[src/rtl/fir_sample_sched.sv]
// Sample scheduler and result collector for the 8-channel FIR bank; `SCHED_STATS_EN adds issue/stall counters.
// Latency: push to fb_din_enable 2 cycles when idle; enable rise to out_valid ENABLE_CYCLES+BUSY_CYCLES+1 cycles.
// Backpressure: in_ready drops while the FIFO is full; no sample is issued while out_valid waits on out_ready.
module fir_sample_sched #(
    parameter int FIFO_DEPTH    = 4,
    parameter int ENABLE_CYCLES = 2,
    parameter int BUSY_CYCLES   = 72
) (
    input  logic         clock,
    input  logic         reset,
    input  logic [15:0]  in_data,
    input  logic         in_valid,
    output logic         in_ready,
    output logic [15:0]  fb_datain,
    output logic         fb_din_enable,
    input  logic [127:0] fb_dataout,
    output logic [127:0] out_data,
    output logic         out_valid,
    input  logic         out_ready,
    output logic         busy
`ifdef SCHED_STATS_EN
    ,
    output logic [15:0]  stat_samples,
    output logic [15:0]  stat_stall
`endif
);

    localparam int AW      = $clog2(FIFO_DEPTH);
    localparam int CNT_MAX = (BUSY_CYCLES > ENABLE_CYCLES) ? BUSY_CYCLES : ENABLE_CYCLES;
    localparam int CW      = $clog2(CNT_MAX + 1);

    localparam logic [AW:0]   FULL_CNT  = (AW + 1)'(FIFO_DEPTH);
    localparam logic [CW-1:0] EN_LOAD   = CW'(ENABLE_CYCLES - 1);
    localparam logic [CW-1:0] BUSY_LOAD = CW'(BUSY_CYCLES - 1);

    typedef enum logic [1:0] {
        ST_IDLE,
        ST_ISSUE,
        ST_WAIT,
        ST_CAPTURE
    } state_t;

    state_t        state;
    logic [CW-1:0] cnt;

    logic [15:0]   mem [FIFO_DEPTH];
    logic [AW-1:0] wr_ptr;
    logic [AW-1:0] rd_ptr;
    logic [AW:0]   count;
    logic [AW:0]   count_next;
    logic          push;
    logic          pop;

    // count is registered, so a sample pushed this cycle is not visible to pop until the next one.
    assign push = in_valid && in_ready;
    assign pop  = (state == ST_IDLE) && (count != '0) && !out_valid;
    assign busy = (state != ST_IDLE);

    always_comb begin
        count_next = count;
        if (push && !pop) begin
            count_next = count + 1'b1;
        end else if (pop && !push) begin
            count_next = count - 1'b1;
        end
    end

    always_ff @(posedge clock) begin
        if (push) begin
            mem[wr_ptr] <= in_data;
        end
    end

    always_ff @(posedge clock) begin
        if (reset) begin
            wr_ptr   <= '0;
            rd_ptr   <= '0;
            count    <= '0;
            in_ready <= 1'b1;
        end else begin
            if (push) begin
                wr_ptr <= wr_ptr + 1'b1;
            end
            if (pop) begin
                rd_ptr <= rd_ptr + 1'b1;
            end
            count    <= count_next;
            in_ready <= (count_next != FULL_CNT);
        end
    end

    // fb_datain is only written on issue so the bank may sample it anywhere in its start sequence.
    always_ff @(posedge clock) begin
        if (reset) begin
            state         <= ST_IDLE;
            cnt           <= '0;
            fb_datain     <= '0;
            fb_din_enable <= 1'b0;
            out_data      <= '0;
            out_valid     <= 1'b0;
        end else begin
            if (out_valid && out_ready) begin
                out_valid <= 1'b0;
            end
            case (state)
                ST_IDLE: begin
                    if (pop) begin
                        fb_datain     <= mem[rd_ptr];
                        fb_din_enable <= 1'b1;
                        cnt           <= EN_LOAD;
                        state         <= ST_ISSUE;
                    end
                end
                ST_ISSUE: begin
                    if (cnt == '0) begin
                        fb_din_enable <= 1'b0;
                        cnt           <= BUSY_LOAD;
                        state         <= ST_WAIT;
                    end else begin
                        cnt <= cnt - 1'b1;
                    end
                end
                ST_WAIT: begin
                    if (cnt == '0) begin
                        state <= ST_CAPTURE;
                    end else begin
                        cnt <= cnt - 1'b1;
                    end
                end
                ST_CAPTURE: begin
                    out_data  <= fb_dataout;
                    out_valid <= 1'b1;
                    state     <= ST_IDLE;
                end
                default: begin
                    state <= ST_IDLE;
                end
            endcase
        end
    end

`ifdef SCHED_STATS_EN
    always_ff @(posedge clock) begin
        if (reset) begin
            stat_samples <= '0;
            stat_stall   <= '0;
        end else begin
            if (pop && (stat_samples != 16'hFFFF)) begin
                stat_samples <= stat_samples + 16'd1;
            end
            if (in_valid && !in_ready && (stat_stall != 16'hFFFF)) begin
                stat_stall <= stat_stall + 16'd1;
            end
        end
    end
`endif

endmodule

[config.mk]
export PLATFORM = sky130hd
export DESIGN_NAME = fir_sample_sched
export DESIGN_NICKNAME = d
export VERILOG_FILES = /design/src/rtl/fir_sample_sched.sv
export SDC_FILE = /design/constraint.sdc
export NUM_CORES = 1
export LEC_CHECK = 0
export ABC_AREA = 1
export CORE_MARGIN = 1.5
export CORE_UTILIZATION = 45
export DETAILED_ROUTE_END_ITERATION = 16
export GPL_TIMING_DRIVEN = 0
export PLACE_DENSITY = 0.8
export SKIP_LAST_GASP = 1
export SYNTH_ARGS = -nofsm -noshare
export SYNTH_HDL_FRONTEND = slang
export SYNTH_SLANG_ARGS = --single-unit
[constraint.sdc]
create_clock -name clock -period 2 [get_ports clock]
set_input_delay 0.3 -clock clock [delete_from_list [all_inputs] [get_ports clock]]
set_output_delay 0.3 -clock clock [all_outputs]
set_load 0.005 [all_outputs]
After elaboration in Yosys (flattened, before gate mapping):

Memories as Yosys holds them, arrays and structs flattened. A register that Yosys moved wholly into a read port is not among the register bits.
Cells that the tools add are included.
W data, S select, Z words.

* equal/unequal tests: 8
* add/sub/neg operators: 5
* mux-type cells: 17
* reductions and logical operators: 20

Operators by type and width (number)
* $mux W7: 3
* $pmux W7 S3: 1
* $reduce_and A3 Y1: 3
* $ne A2 B2 Y1 const B: 4
* $pmux W2 S4: 1
* $logic_not A7 Y1: 1
* $sub A7 B1 Y7 const B: 1
* $logic_and A1 B1 Y1: 6
* $mux W1: 6
* $mux W2: 3
* $mux W3: 2
* $reduce_bool A2 Y1: 3
* $reduce_bool A3 Y1: 2
* $add A2 B1 Y2 const B: 2
* $eq A2 B2 Y1 const B: 2
* $add A3 B1 Y3 const B: 1
* $logic_not A1 Y1: 3
* $ne A3 B3 Y1 const B: 1
* $sub A3 B1 Y3 const B: 1
* $eq A2 B1 Y1 const B: 1
* $logic_not A2 Y1: 1
* $pmux W1 S2: 1
* $reduce_and A2 Y1: 1

* memories: 1
* output and inout port bits: 148
* memory bits (writable): 64
* bits of input ports: 148
* flip-flop bits (word level): 147

Memories
* mem: depth 4, width 16, rd ports 1, clocked after memory_dff 1, wr ports 1, RTL line 46 `logic [15:0] mem [FIFO_DEPTH];`

Longest topological paths before layout:

Gate-level depths: netlist of the first run.

* word-level depth: 7
* depth in mapped cells: 11
* gate-level depth less buffers: 11

Least setup slack after synthesis of the first run:

Ideal clock, no wire load.

* path type: register to register
* start point: register wr_ptr[0]
* end point: memory mem[2][0], enable pin
* library setup time: 389 ps
* arrival: 1286 ps
* stages on the path, launching flop included: 5
* period minus slack after synthesis: 1675 ps
* setup slack: 325 ps
* cells stage by stage: dfxtp_1 inv_1 ha_1 inv_1 nor2_1

RTL lines
* from (decl): RTL line 47 `logic [AW-1:0] wr_ptr;`
* from (signal assigned): RTL line 82 `wr_ptr <= wr_ptr + 1'b1;`
* to (decl): RTL line 46

Straight into the memory's write port.

Worst setup path in the final report of the first run:

* start point: register wr_ptr[0]
* end point: memory mem[0][8], enable pin

Straight into the memory's write port.

==> results.txt, run 1 <==
Pwr dens - 1180 mW/mm^2
Placed Area - 0.0118 mm^2
Antenna-violating nets left - 0
Critical Path AT - 2060 ps
Max-cap viol count - 0
Synthesized cell area - 0.00854 mm^2
Pre-CTS setup slack - -529 ps
Row count - 50
Hpwl dp - 18600 um
CTS tree - done
Minimum clock period - 1830 ps
Synthesized Nets - 1128
H-tree levels - 1
All-Layer GR Usage - 0.251
Most common cell on crit path - inv_1
Unique masters post-synth - 30
Number of global-route vias before repair - 7813
Yosys reg bits - 227
RSZ-0062 raised after global routing - false
CTS sink cnt - 227
Crit share post-route - 0.916
Die Footprint - 0.0198 mm^2
Slowest stage cell, crit path - nor2_1
Share of cells above drive strength 1 - 0.0744
Core ar. - 0.0186 mm^2
Routed vias/inst - 5.01
Slew Limit Fails - 0
Required time of the critical path - 2220 ps
Critical path's largest stage delay - 660 ps
Number of synthesis warnings - 0
WS Path Type - reg2reg
VDD IR max - 0.709 mV
Initial antenna violation count - 0
Total CTS buffers - 24
Drt total wl - 24900 um
Clock slew at reported path FFs - 60 ps
Final GP Congestion - 0.851
Clk_lat worst skew - 520 ps
Sequential element share of the synthesized area - 0.607
Cells after Synth - 967
Ant diodes - 0
Post-CTS setup buffer count - 0
Flop2flop setup slack - 170 ps
DIE WIDTH - 141 um
Global route total overflow - 0
DR vias - 7713
Nets - 1449
CP Launch Type - flip-flop
Wire length per cell - 16.2 um
CP Cell Sequence - inv_1 -> ha_1 -> inv_1 -> nor2_1 -> buf_6
Top Ports - 296
DRC viols - 0
Hold Buf Count CTS - 0
Max_slew headroom - 0.365
Finished Cell Area - 0.0125 mm^2
Final clock skew - 16.6 ps
CTS resizes - 6
Critical Path Start - wr_ptr[0]$_SDFFE_PP0P_
TritonRoute pass-1 iters - 7
PortBufs - 294
Final WS setup - 168 ps
Min-delay worst type - in2reg
Starting Density - 0.458
Static leakage - 5.12 nW
Die height - 141 um
R2r endpoint - mem[0][8]$_DFFE_PP_
Fin. Hold Viols - 0
Number of DRC markers in iteration 0 - 403
Final Setup Violations - 0
Critical path capture point type - flip-flop
Mapped Avg Cell Area - 8.83 um^2
Layout area overhead - 46.8%
Slew @ Worst Pin - 952 ps
End of the critical path - mem[0][8]$_DFFE_PP_
Worst-path fanout max - 9
First-pass GRT wire length - 39400 um
Root Driver - clkbuf_16
Hold Path Depth - 4
Reg2Reg Launch Point - wr_ptr[0]$_SDFFE_PP0P_
Clk buf depth - 3
Largest net degree at the start of global routing - 17
FMAX - 0.546 GHz
Reg2reg path depth - 5
Status - complete, no violations
worst min-delay path by stage:
| stage | from | end | slack [ps] |
|---|---|---|---|
| 2_1_floorplan | in_data[0] | mem[0][0]$_DFFE_PP_ | 400 |
| 3_3_place_gp | fb_din_enable$_SDFFE_PP0P_ | fb_din_enable$_SDFFE_PP0P_ | 470 |
| 3_5_place_dp | fb_din_enable$_SDFFE_PP0P_ | fb_din_enable$_SDFFE_PP0P_ | 470 |
| 4_1_cts | reset | fb_datain[10]$_SDFFE_PP0P_ | 180 |
| 5_1_grt | reset | fb_datain[13]$_SDFFE_PP0P_ | 210 |
| 6_report | reset | fb_datain[10]$_SDFFE_PP0P_ | 200 |
per-stage QoR:
step	std cells	TNS (ps)	util	total power, W	hold slack, ps
after floorplan	967	0	-	0.00846	399
after global routing	1538	0	0.672	0.0157	211
after CTS	1538	0	0.672	0.0149	180
final	1538	0	0.672	0.0148	199
after detailed placement	1496	-19890	0.632	0.0107	470
after global placement	1495	-27730	0.632	0.0105	474
logic make-up (layout without fill, tap and decap cells):
family	count (synthesis)	after routing	synth area share
AO/OA/AOI/OAI	217	217	0.130
AND/OR/NAND/NOR	405	405	0.189
adder cells (fa/ha/maj)	13	13	0.0190
XOR/XNOR	1	1	0.00103
buffers and inverters	104	441	0.0529
flip-flops	227	227	0.607
Yosys cell counts (all sizes together):
library cell  count  area share
buf              30       0.020
clkbuf           26       0.012
ha               13       0.019
inv              47       0.021
edfxtp           64        0.23
o22ai            16       0.012
nand2            40       0.020
xor2              1      0.0010
o21ai           186        0.11
or2               1     0.00073
dfxtp           163        0.38
nor3              2      0.0012
nor2            347        0.16
clkinv            1     0.00044
a21oi            15      0.0092
nand3            15       0.012
placed cells by master (no fill, tap or decap), drive strengths merged:
| cell | count |
|---|---|
| dlygate4sd2 | 1 |
| edfxtp | 64 |
| clkbuf | 58 |
| nand3 | 15 |
| nor3 | 2 |
| o22ai | 16 |
| clkinv | 9 |
| nand2 | 40 |
| inv | 47 |
| ha | 13 |
| bufinv | 1 |
| o21ai | 186 |
| buf | 31 |
| xor2 | 1 |
| nor2 | 347 |
| dfxtp | 163 |
| a21oi | 15 |
| clkdlybuf4s50 | 293 |
| or2 | 1 |
| clkinvlp | 1 |
area by class of cell:
type                    count  area [um^2]
clock buffers              32          651
fillers                  1519         6110
plain buffers              56          269
inverters                  48          183
well taps                 234          293
repair buffers            295         2950
flip-flops and latches    227         5190
multi-input cells         636         2910
clock inverters            10         87.6
where the power goes:
part           internal [W]  switching, W  leakage (nW)  total (W)
clock               0.00241       0.00177         0.363    0.00418
sequential          0.00550      0.000384          1.91    0.00588
combinational       0.00218       0.00257          2.84    0.00475
total                0.0101       0.00472          5.12     0.0148
state kept, by name (all words and copies together) (netlist names):
signal         flops
mem               64
rd_ptr             2
state              2
in_ready           1
out_data         128
count              3
fb_datain         16
cnt                7
out_valid          1
wr_ptr             2
fb_din_enable      1
per-layer routing:
layer,track usage,part of all wire,vias to the layer above
met5,0,0,-
met4,0.0910,0.036,0
met3,0.0686,0.082,51
met2,0.447,0.50,285
met1,0.288,0.38,3570
li1,-,-,3807
critical path: cells and delay by family, from the launching register on:
| family | cells | cell delay (ps) |
|---|---|---|
| adder cells (fa/ha/maj) | 1 | 160 |
| buffers and inverters | 3 | 400 |
| flip-flops | 1 | 320 |
| AND/OR/NAND/NOR | 1 | 660 |
Power figures use the tool's default switching activity.
==> run 2: changes to the inputs <==
CORE_ASPECT_RATIO = 1.75   (was not set)
==> run 2 against run 1 <==
Register-to-register slack gained 40 ps. Die area grew 0.17%. Cell area shrank 0.79%. Clock power shrank 11%. Critical endpoint is now busy.
==> results.txt, run 2 (synthesis results as in run 1) <==
Critical path capture point type - output pin
Fin util - 0.669 (-0.00306)
Die height - 185 um (+32%)
Crit share post-route - 0.948 (+0.0318)
Routed vias/inst - 5.04 (+0.53%)
H-tree levels - 1 (unchanged)
Row count - 66 (+32%)
Fin. Hold Viols - 0 (unchanged)
All-Layer GR Usage - 0.256 (+0.00490)
Sw Share - 0.326 (+0.00686)
Clock slew at reported path FFs - 70 ps (about the same)
Die Footprint - 0.0198 mm^2 (+0.17%)
Slew Limit Fails - 0 (unchanged)
Clk_lat worst skew - 500 ps (-20 ps)
Number of global-route vias before repair - 7669 (-1.8%)
Nets - 1447 (-0.14%)
Pwr Total - 0.0144 W (-2.7%)
DRC viols - 0 (unchanged)
Top Ports - 296 (unchanged)
Clock Power Share - 0.259 (-0.023)
Most frequent cells in the layout - 339 x nor2_1, 293 x clkdlybuf4s50_1, 170 x o21ai_0, 163 x dfxtp_1, 64 x edfxtp_1
Ant diodes - 0 (unchanged)
Biggest register - out_data
Largest net degree at the start of global routing - 17 (unchanged)
Largest regs - out_data (128), mem (64), fb_datain (16)
Status - complete, no violations
TritonRoute pass-1 iters - 5 (-2)
Min-delay worst type - in2reg
First-pass GRT wire length - 39500 um (+0.31%)
CTS sink cnt - 227 (unchanged)
Internal cell power - 0.00971 W (-3.7%)
Core ar. - 0.0186 mm^2 (-0.34%)
CTS resizes - 1 (-5)
Final GP Congestion - 0.895 (+5.1%)
Static leakage - 5.08 nW (-0.92%)
Max_slew headroom - 0.350 (-0.0152)
Post-CTS setup buffer count - 0 (unchanged)
Root Driver - clkbuf_16
Hold Buf Count CTS - 0 (unchanged)
Comb power frac - 0.333 (+0.012)
Hpwl dp - 19600 um (+5.8%)
Layout area overhead - 45.6%
WS Path Type - reg2out
VDD IR max - 0.775 mV (+9.3%)
Final Setup Violations - 0 (unchanged)
CP Launch Type - flip-flop
Number of DRC markers in iteration 0 - 332 (-18%)
Pwr dens - 1160 mW/mm^2 (-1.9%)
Worst-path fanout max - 4 (-5)
Minimum clock period - 1900 ps (+63.7 ps)
FMAX - 0.528 GHz (-3.4%)
Required time of the critical path - 1700 ps (-520 ps)
Most common cell after layout, fill and taps aside - nor2_1
Final clock skew - 17.5 ps (+0.931 ps)
Starting Density - 0.460 (+0.00154)
Clk buf depth - 3 (unchanged)
Seq pwr share - 0.408 (+0.011)
NetSw - 0.00469 W (-0.61%)
Slew @ Worst Pin - 974 ps (+22.7 ps)
Antenna-violating nets left - 0 (unchanged)
Critical Path AT - 1600 ps (-460 ps)
DIE WIDTH - 107 um (-24%)
Drt total wl - 26000 um (+4.7%)
DR vias - 7754 (+0.53%)
Initial antenna violation count - 0 (unchanged)
Max-cap viol count - 0 (unchanged)
PortBufs - 294 (unchanged)
Share of cells above drive strength 1 - 0.0692 (-0.00516)
Total CTS buffers - 21 (-13%)
RSZ-0062 raised after global routing - false
Global route total overflow - 0 (unchanged)
CTS tree - done
Max reg flops - 128 (unchanged)
Wire length per cell - 16.9 um (+4.7%)
run 2: worst max-delay path, cell delays in order, from the launching register on:
cell and delay (ps):
dfxtp_1 390, inv_1 100, ha_2 220, inv_1 100, dlygate4sd2_1 280
run 2: area by class of cell:
class                           count  area [um^2]
Buffer                             56          269
Clock inverter                      7         36.3
Clock buffer                       30          589
Fill cell                        1468         6140
Multi-Input combinational cell    636         2910
Inverter                           48          183
Timing Repair Buffer              296         2960
Sequential cell                   227         5180
Tap cell                          238          298
run 2: power by group through the flow:
stage	sequential [W]	combinational, W	clock, W
after floorplan	0.00596	0.00251	0
after global placement	0.00593	0.00468	0
after detailed placement	0.00596	0.00478	0
after CTS	0.00587	0.00481	0.00378
after global routing	0.00596	0.00527	0.00398
final	0.00588	0.00480	0.00373
run 2: metal layers:
layer  share of wire  GRT usage
met3           0.087     0.0707
met5               0          0
met1            0.34      0.253
met2            0.54      0.492
met4           0.036     0.0981
run 2: path summary, 6_finish.rpt:
kind / startpoint / to / slack [ps] / depth (start not counted)
hold / removal: reset / fb_datain[11]$_SDFFE_PP0P_ / 250 / 4
setup / recovery: state[0]$_SDFFE_PP0P_ / busy / 100 / 4
hold reg to reg: fb_din_enable$_SDFFE_PP0P_ / fb_din_enable$_SDFFE_PP0P_ / 470 / 2
setup reg to reg: wr_ptr[0]$_SDFFE_PP0P_ / mem[0][6]$_DFFE_PP_ / 210 / 4
run 2: stage by stage:
stage	TNS [ps]	setup slack, ps	std cells	hold slack [ps]	instance area, um^2
3_5_place_dp	-3320	-101	1501	467	11800
4_1_cts	0	57.5	1538	232	12400
2_1_floorplan	0	325	967	399	8540
3_3_place_gp	-31330	-560	1499	462	11800
5_1_grt	0	48.9	1538	246	12400
6_report	0	105	1538	247	12400
==> run 3: changes to the inputs <==
CAP_MARGIN = 20   (was not set)
==> results of run 3 <==
Same layout as run 2: the final DEF is identical, and so are final timing and power.
